## config.mk

```make
export PLATFORM = sky130hd
export DESIGN_NAME = bmac_dot_seq
export DESIGN_NICKNAME = d
export VERILOG_FILES = /design/src/rtl/bmac_pkg.sv /design/src/rtl/bmac.sv /design/src/rtl/bmac_dot_seq.sv
export SDC_FILE = /design/constraint.sdc
export NUM_CORES = 1
export LEC_CHECK = 0
export ABC_AREA = 1
export ABC_CLOCK_PERIOD_IN_PS = 5300
export BUFFER_PORTS_ARGS = -buffer_cell sky130_fd_sc_hd__buf_4
export CORE_UTILIZATION = 43
export CTS_CLUSTER_DIAMETER = 150
export DETAILED_ROUTE_END_ITERATION = 6
export PLACE_DENSITY = 0.65
export REMOVE_ABC_BUFFERS = 1
export SKIP_CTS_REPAIR_TIMING = 1
export SLEW_MARGIN = 20
export SYNTH_ARGS = -nofsm -noshare
export SYNTH_HDL_FRONTEND = slang
export SYNTH_SLANG_ARGS = --single-unit
```

## constraint.sdc

```tcl
create_clock -name clk -period 5.3 [get_ports clk]
set_clock_uncertainty 0.2 [all_clocks]
set_input_delay 0.265 -clock clk [delete_from_list [all_inputs] [get_ports clk]]
set_output_delay 0.265 -clock clk [all_outputs]
set_load 0.05 [all_outputs]
```

## src/rtl/bmac_pkg.sv

```systemverilog
// bmac_pkg: shared definitions for the binary dot-product lane.
//   - state_e        : sequencer states {IDLE, RUN, DONE}
//   - DEF_* params   : default widths used by bmac and bmac_dot_seq
//   - min_acc_width(): smallest accumulator width that cannot overflow for
//                      a given length-field width and operand word width
package bmac_pkg;

  typedef enum logic [1:0] {
    IDLE = 2'd0,
    RUN  = 2'd1,
    DONE = 2'd2
  } state_e;

  localparam int DEF_IN_WIDTH     = 32;
  localparam int DEF_LUT_WIDTH    = 8;
  localparam int DEF_OUTPUT_WIDTH = 16;
  localparam int DEF_LEN_WIDTH    = 8;
  localparam int DEF_ACC_WIDTH    = 24;

  // Maximum sum is (2^len_w - 1) * in_w. One extra bit keeps the bipolar
  // form 2*acc - len*in_w representable as a signed value.
  function automatic int min_acc_width(input int len_w, input int in_w);
    return len_w + $clog2(in_w + 1) + 1;
  endfunction

endpackage

```

## src/rtl/bmac.sv

```systemverilog
// bmac: combinational binary multiply-accumulate element.
// Counts the bit positions where a_i and b_i agree (XNOR + popcount).
// The count is formed per LUT_WIDTH-bit slice and the slice counts are summed.
// Ports:
//   a_i, b_i   [IN_WIDTH-1:0]     operand words
//   popcount_o [OUTPUT_WIDTH-1:0] number of matching bit positions
module bmac
  import bmac_pkg::*;
#(
  parameter int IN_WIDTH     = DEF_IN_WIDTH,
  parameter int LUT_WIDTH    = DEF_LUT_WIDTH,
  parameter int OUTPUT_WIDTH = DEF_OUTPUT_WIDTH
) (
  input  logic [IN_WIDTH-1:0]     a_i,
  input  logic [IN_WIDTH-1:0]     b_i,
  output logic [OUTPUT_WIDTH-1:0] popcount_o
);

  localparam int N_SLICES = IN_WIDTH / LUT_WIDTH;

  if ((IN_WIDTH % LUT_WIDTH) != 0) begin : g_bad_slice
    $error("bmac: IN_WIDTH must be a multiple of LUT_WIDTH");
  end
  if (OUTPUT_WIDTH < $clog2(IN_WIDTH + 1)) begin : g_bad_out
    $error("bmac: OUTPUT_WIDTH too small for IN_WIDTH popcount");
  end

  logic [IN_WIDTH-1:0]     match;
  logic [OUTPUT_WIDTH-1:0] slice_cnt;
  logic [OUTPUT_WIDTH-1:0] total;

  assign match = ~(a_i ^ b_i);

  always_comb begin
    total     = '0;
    slice_cnt = '0;
    for (int s = 0; s < N_SLICES; s++) begin
      slice_cnt = '0;
      for (int b = 0; b < LUT_WIDTH; b++) begin
        slice_cnt = slice_cnt + OUTPUT_WIDTH'(match[s*LUT_WIDTH + b]);
      end
      total = total + slice_cnt;
    end
  end

  assign popcount_o = total;

endmodule

```

## src/rtl/bmac_dot_seq.sv

```systemverilog
// bmac_dot_seq: streams len operand word pairs through one bmac and
// accumulates their popcounts. The final sum is presented on a valid/ready
// result port.
// Optional feature: define BMAC_DOT_SEQ_BIPOLAR_EN to output the signed +-1
// dot product (2*acc - len*IN_WIDTH) instead of the raw match count.
// Ports:
//   clk, rst_n          clock, asynchronous active-low reset
//   start, len          job request (sampled in IDLE only) and length in words
//   busy                high in RUN and DONE
//   in_valid, in_ready  operand handshake (in_ready high only in RUN)
//   in_a, in_b          operand words
//   out_valid, out_ready, out_data  result handshake and value
module bmac_dot_seq
  import bmac_pkg::*;
#(
  parameter int IN_WIDTH     = DEF_IN_WIDTH,
  parameter int LUT_WIDTH    = DEF_LUT_WIDTH,
  parameter int OUTPUT_WIDTH = DEF_OUTPUT_WIDTH,
  parameter int LEN_WIDTH    = DEF_LEN_WIDTH,
  parameter int ACC_WIDTH    = DEF_ACC_WIDTH
) (
  input  logic                 clk,
  input  logic                 rst_n,
  input  logic                 start,
  input  logic [LEN_WIDTH-1:0] len,
  output logic                 busy,
  input  logic                 in_valid,
  output logic                 in_ready,
  input  logic [IN_WIDTH-1:0]  in_a,
  input  logic [IN_WIDTH-1:0]  in_b,
  output logic                 out_valid,
  input  logic                 out_ready,
  output logic [ACC_WIDTH-1:0] out_data
);

  if (ACC_WIDTH < min_acc_width(LEN_WIDTH, IN_WIDTH)) begin : g_bad_acc
    $error("bmac_dot_seq: ACC_WIDTH too small, accumulator could overflow");
  end

  state_e                state_q;
  logic [ACC_WIDTH-1:0]  acc_q;
  logic [LEN_WIDTH-1:0]  cnt_q;
  logic [ACC_WIDTH-1:0]  result_q;
  logic                  busy_q;
  logic                  in_ready_q;
  logic                  out_valid_q;
`ifdef BMAC_DOT_SEQ_BIPOLAR_EN
  logic [LEN_WIDTH-1:0]  len_q;
`endif

  logic [OUTPUT_WIDTH-1:0] pop;
  logic                    beat;
  logic [ACC_WIDTH-1:0]    acc_d;
  logic [ACC_WIDTH-1:0]    result_d;

  bmac #(
    .IN_WIDTH    (IN_WIDTH),
    .LUT_WIDTH   (LUT_WIDTH),
    .OUTPUT_WIDTH(OUTPUT_WIDTH)
  ) u_bmac (
    .a_i       (in_a),
    .b_i       (in_b),
    .popcount_o(pop)
  );

  // in_ready_q is high exactly in RUN, so it doubles as the state qualifier.
  assign beat  = in_valid & in_ready_q;
  assign acc_d = acc_q + ACC_WIDTH'(pop);

  // Result computed from the post-update accumulator so it can be registered
  // on the same edge that accepts the last beat.
  always_comb begin
`ifdef BMAC_DOT_SEQ_BIPOLAR_EN
    result_d = (acc_d << 1) - (ACC_WIDTH'(len_q) * ACC_WIDTH'(IN_WIDTH));
`else
    result_d = acc_d;
`endif
  end

  always_ff @(posedge clk or negedge rst_n) begin
    if (!rst_n) begin
      state_q     <= IDLE;
      acc_q       <= '0;
      cnt_q       <= '0;
      result_q    <= '0;
      busy_q      <= 1'b0;
      in_ready_q  <= 1'b0;
      out_valid_q <= 1'b0;
`ifdef BMAC_DOT_SEQ_BIPOLAR_EN
      len_q       <= '0;
`endif
    end else begin
      case (state_q)
        IDLE: begin
          if (start) begin
            acc_q  <= '0;
            busy_q <= 1'b1;
`ifdef BMAC_DOT_SEQ_BIPOLAR_EN
            len_q  <= len;
`endif
            if (len != '0) begin
              cnt_q      <= len;
              in_ready_q <= 1'b1;
              state_q    <= RUN;
            end else begin
              // Empty job: the result is zero in both output forms.
              result_q    <= '0;
              out_valid_q <= 1'b1;
              state_q     <= DONE;
            end
          end
        end
        RUN: begin
          if (beat) begin
            acc_q <= acc_d;
            cnt_q <= cnt_q - LEN_WIDTH'(1);
            if (cnt_q == LEN_WIDTH'(1)) begin
              result_q    <= result_d;
              in_ready_q  <= 1'b0;
              out_valid_q <= 1'b1;
              state_q     <= DONE;
            end
          end
        end
        DONE: begin
          if (out_ready) begin
            busy_q      <= 1'b0;
            out_valid_q <= 1'b0;
            state_q     <= IDLE;
          end
        end
        default: begin
          busy_q      <= 1'b0;
          in_ready_q  <= 1'b0;
          out_valid_q <= 1'b0;
          state_q     <= IDLE;
        end
      endcase
    end
  end

  assign busy      = busy_q;
  assign in_ready  = in_ready_q;
  assign out_valid = out_valid_q;
  assign out_data  = result_q;

endmodule

```

==> impl_metrics.xml <==
<?xml version="1.0" encoding="UTF-8"?>
<metrics>
  <group name="worst_hold_path">
    <metric name="hold_path_class" unit="">in -&gt; reg</metric>
  </group>
  <group name="sta">
    <metric name="worst_slew_pin_slew" unit="ns">1.040</metric>
    <metric name="timing_max_transition_violations_final" unit="">0</metric>
    <metric name="worst_rel_slew_slack" unit="%">30.47</metric>
    <metric name="period_needed" unit="ns">5.908</metric>
    <metric name="max_clock_freq" unit="MHz">169.3</metric>
    <metric name="grt_setup_unrepaired" unit="">yes</metric>
    <metric name="hold_viol_final" unit="">0</metric>
    <metric name="timing.hold.ws" unit="ns">0.001140</metric>
    <metric name="final-setup-viol-count" unit="">45</metric>
    <metric name="final_min_period_over_clock_period" unit="%">111.5</metric>
    <metric name="worst_slack" unit="ns">-0.6078</metric>
  </group>
  <group name="floorplan">
    <metric name="start_util" unit="%">44.24</metric>
    <metric name="die-height" unit="um">107.6</metric>
    <metric name="design.core.area" unit="um2">10840</metric>
    <metric name="num_rows" unit="">38</metric>
    <metric name="number_of_top_level_design_ports" unit="">104</metric>
    <metric name="dieArea" unit="um2">11580</metric>
    <metric name="die_x" unit="um">107.6</metric>
  </group>
  <group name="route">
    <metric name="drcViolationCount" unit="">0</metric>
    <metric name="number_of_nets_still_failing_antenna_checks_after_routing" unit="">0</metric>
    <metric name="firstDrtPassIters" unit="">5</metric>
    <metric name="wl_per_cell" unit="um">13.01</metric>
    <metric name="route.final.wire_length" unit="um">11640</metric>
    <metric name="detail_route.vias_per_cell" unit="">5.001</metric>
    <metric name="detailedRoute.firstIterationViolations" unit="">199</metric>
    <metric name="via_count" unit="">4476</metric>
  </group>
  <group name="grt">
    <metric name="overflow" unit="">0</metric>
    <metric name="grt_pass1_vias" unit="">4425</metric>
    <metric name="pin_count_of_the_biggest_net_entering_global_routing" unit="">62</metric>
    <metric name="antenna_violations_before_repair" unit="">0</metric>
    <metric name="global_route_wire_length_before_repair" unit="um">19420</metric>
    <metric name="grt.total_usage" unit="%">21.22</metric>
  </group>
  <group name="job">
    <metric name="drv_cap" unit="">0</metric>
  </group>
  <group name="worst_setup_path">
    <metric name="endpoint_kind" unit="">register</metric>
    <metric name="startpoint_type_of_the_worst_setup_path" unit="">primary input</metric>
    <metric name="cp.required" unit="ns">5.34</metric>
    <metric name="slowest_delay" unit="ns">0.53</metric>
    <metric name="worst-path-buf-inv" unit="">3</metric>
    <metric name="timing.critical_path.max_delay_family" unit="">adder cells</metric>
    <metric name="crit_path_max_fanout" unit="">4</metric>
    <metric name="timing.critical_path.arrival" unit="ns">5.94</metric>
    <metric name="critical-path-top-cell-by-count" unit="">fa_1</metric>
    <metric name="criticalPathCategory" unit="">in -&gt; reg</metric>
    <metric name="cpMaxStageDelayCell" unit="">fa_2</metric>
  </group>
  <group name="cells_and_area">
    <metric name="nNetsFinal" unit="">878</metric>
    <metric name="antenna_cells_inserted" unit="">0</metric>
    <metric name="instances_no_fill" unit="">895</metric>
    <metric name="post_route_cells_drive_above_1_share" unit="%">30.07</metric>
    <metric name="layout_common_cells" unit="">165 x nand2_1, 115 x buf_4, 74 x inv_1</metric>
    <metric name="area_growth_syn_to_layout" unit="%">33.19</metric>
    <metric name="final_common_cell" unit="">nand2_1</metric>
  </group>
  <group name="cts">
    <metric name="clock_insertion_delay_worst_skew" unit="ns">0.34</metric>
    <metric name="cts_tree" unit="">built</metric>
    <metric name="htreeDepth" unit="">3</metric>
    <metric name="ctsLongestPathBuffers" unit="">2</metric>
    <metric name="cts.reportedPaths.clkPinSlew" unit="ns">0.06</metric>
    <metric name="clock_sink_count" unit="">61</metric>
    <metric name="numCtsBuffers" unit="">9</metric>
    <metric name="cts-root-buf" unit="">clkbuf_8</metric>
  </group>
  <group name="synthesis">
    <metric name="synth_xor_area_share" unit="%">6.757</metric>
    <metric name="post_synth_mux_area_share" unit="%">0</metric>
    <metric name="cell_area_after_synthesis" unit="um2">4796</metric>
    <metric name="yosysWarningCount" unit="">0</metric>
    <metric name="synthesis.area_per_instance" unit="um2">7.588</metric>
    <metric name="synth_cell_type_count" unit="">30</metric>
    <metric name="synth_top_family_by_area" unit="">simple AND/OR/NAND/NOR gates</metric>
    <metric name="synth-adder-area-share" unit="%">16.70</metric>
    <metric name="synth_seq_cells" unit="">61</metric>
    <metric name="post_synth_and_or_nand_nor_area_fraction" unit="%">28.75</metric>
    <metric name="synth_compound_gate_area_share" unit="%">7.122</metric>
    <metric name="count_of_mapped_cells_out_of_synthesis" unit="">632</metric>
    <metric name="synth.yosys.seq_area_share" unit="%">31.83</metric>
  </group>
  <group name="placement">
    <metric name="placed_cells" unit="">877</metric>
    <metric name="dpl_worst_slack" unit="ns">-1.302</metric>
    <metric name="numPortBuffers" unit="">103</metric>
    <metric name="place_congestion" unit="">0.8787</metric>
    <metric name="detailedPlacementHpwl" unit="um">8656</metric>
  </group>
  <group name="status">
    <metric name="failed_checks" unit="">negative setup slack</metric>
    <metric name="status" unit="">finished, violations left</metric>
  </group>
</metrics>
cells in the mapped netlist:
cell type / instances / share of area [%]
a21o_1: 2 / 0.31
a21oi_1: 7 / 0.73
a21oi_2: 1 / 0.18
a22oi_1: 1 / 0.16
a31oi_1: 1 / 0.13
and2_1: 3 / 0.39
buf_2: 9 / 0.94
buf_6: 2 / 0.47
clkbuf_1: 5 / 0.39
dfrtp_1: 61 / 32
fa_1: 25 / 10
ha_1: 24 / 6.3
inv_1: 85 / 6.7
inv_2: 5 / 0.39
nand2_1: 187 / 15
nand3_1: 43 / 4.5
nand3b_1: 7 / 1.1
nand4_1: 24 / 3.1
nor2_1: 35 / 2.7
nor2_2: 6 / 0.78
nor2_4: 2 / 0.47
nor3_1: 6 / 0.63
o211ai_1: 2 / 0.31
o21ai_0: 32 / 3.3
o21ai_1: 15 / 1.6
o21bai_1: 1 / 0.16
o21bai_2: 1 / 0.23
or2_2: 3 / 0.39
xnor2_1: 21 / 3.8
xor2_1: 16 / 2.9
final timing paths:
kind,startpoint,to,slack [ns],cells past startpoint
worst max register to register,state_q[1],acc_q[3],1.97,8
worst min-delay path,len[1],cnt_q[1],0.001,3
worst min register to register,out_data[17],out_data[17],0.28,2
max in group asynchronous,rst_n,out_valid,4.03,2
min in group asynchronous,rst_n,out_data[15],0.34,2
worst max-delay path,in_b[25],out_data[18],-0.61,25
worst reg2reg max path, cell delays in order (launching register included):
cell and delay [ns]:
dfrtp_1 0.43, nor2_4 0.82, inv_2 0.34, nand2_1 0.17
inv_1 0.07, nor2_2 0.48, inv_2 0.44, nand2_1 0.16
o21ai_0 0.08
sequential cells by signal (all words and copies together), names as in the netlist:
| name | count |
|---|---|
| acc_q | 24 |
| busy | 1 |
| cnt_q | 8 |
| in_ready | 1 |
| out_data | 24 |
| out_valid | 1 |
| state_q | 2 |
layer usage:
metal | vias to the layer above | part of all wire, % | track usage (%)
met5 | - | 0 | 0
met2 | 118 | 49 | 36.36
met3 | 13 | 5.3 | 3.814
met4 | 0 | 1.2 | 6.654
li1 | 2234 | - | -
met1 | 2111 | 45 | 27.06
final cells by class:
class                   instances  area (um2)
inverters                      90       342.8
well taps                     140       175.2
multi-input cells             465        3168
clock inverters                 1       30.03
repair buffers                125       975.9
fillers                       986        4453
clock buffers                  13       168.9
flip-flops and latches         61        1526
per-stage QoR:
stage,util [%],setup TNS [ns],cell area (um2)
after floorplan,-,-32.04,4710
after global placement,53.44,-50.72,5793
after detailed placement,53.44,-53.71,5793
after CTS,55.27,-37.43,5992
after global routing,58.92,-33.23,6387
final,58.92,-22.16,6387
logic make-up (layout without fill, tap and decap cells):
| family | Yosys count | count (layout) |
|---|---|---|
| buffers and inverters | 106 | 229 |
| flip-flops | 61 | 61 |
| AO/OA/AOI/OAI | 63 | 63 |
| XOR/XNOR | 37 | 37 |
| AND/OR/NAND/NOR | 316 | 316 |
| adder cells (fa/ha/maj) | 49 | 49 |
Power is not shown: default switching activity piles up to over one toggle a cycle in this logic, so the estimate is an artifact.
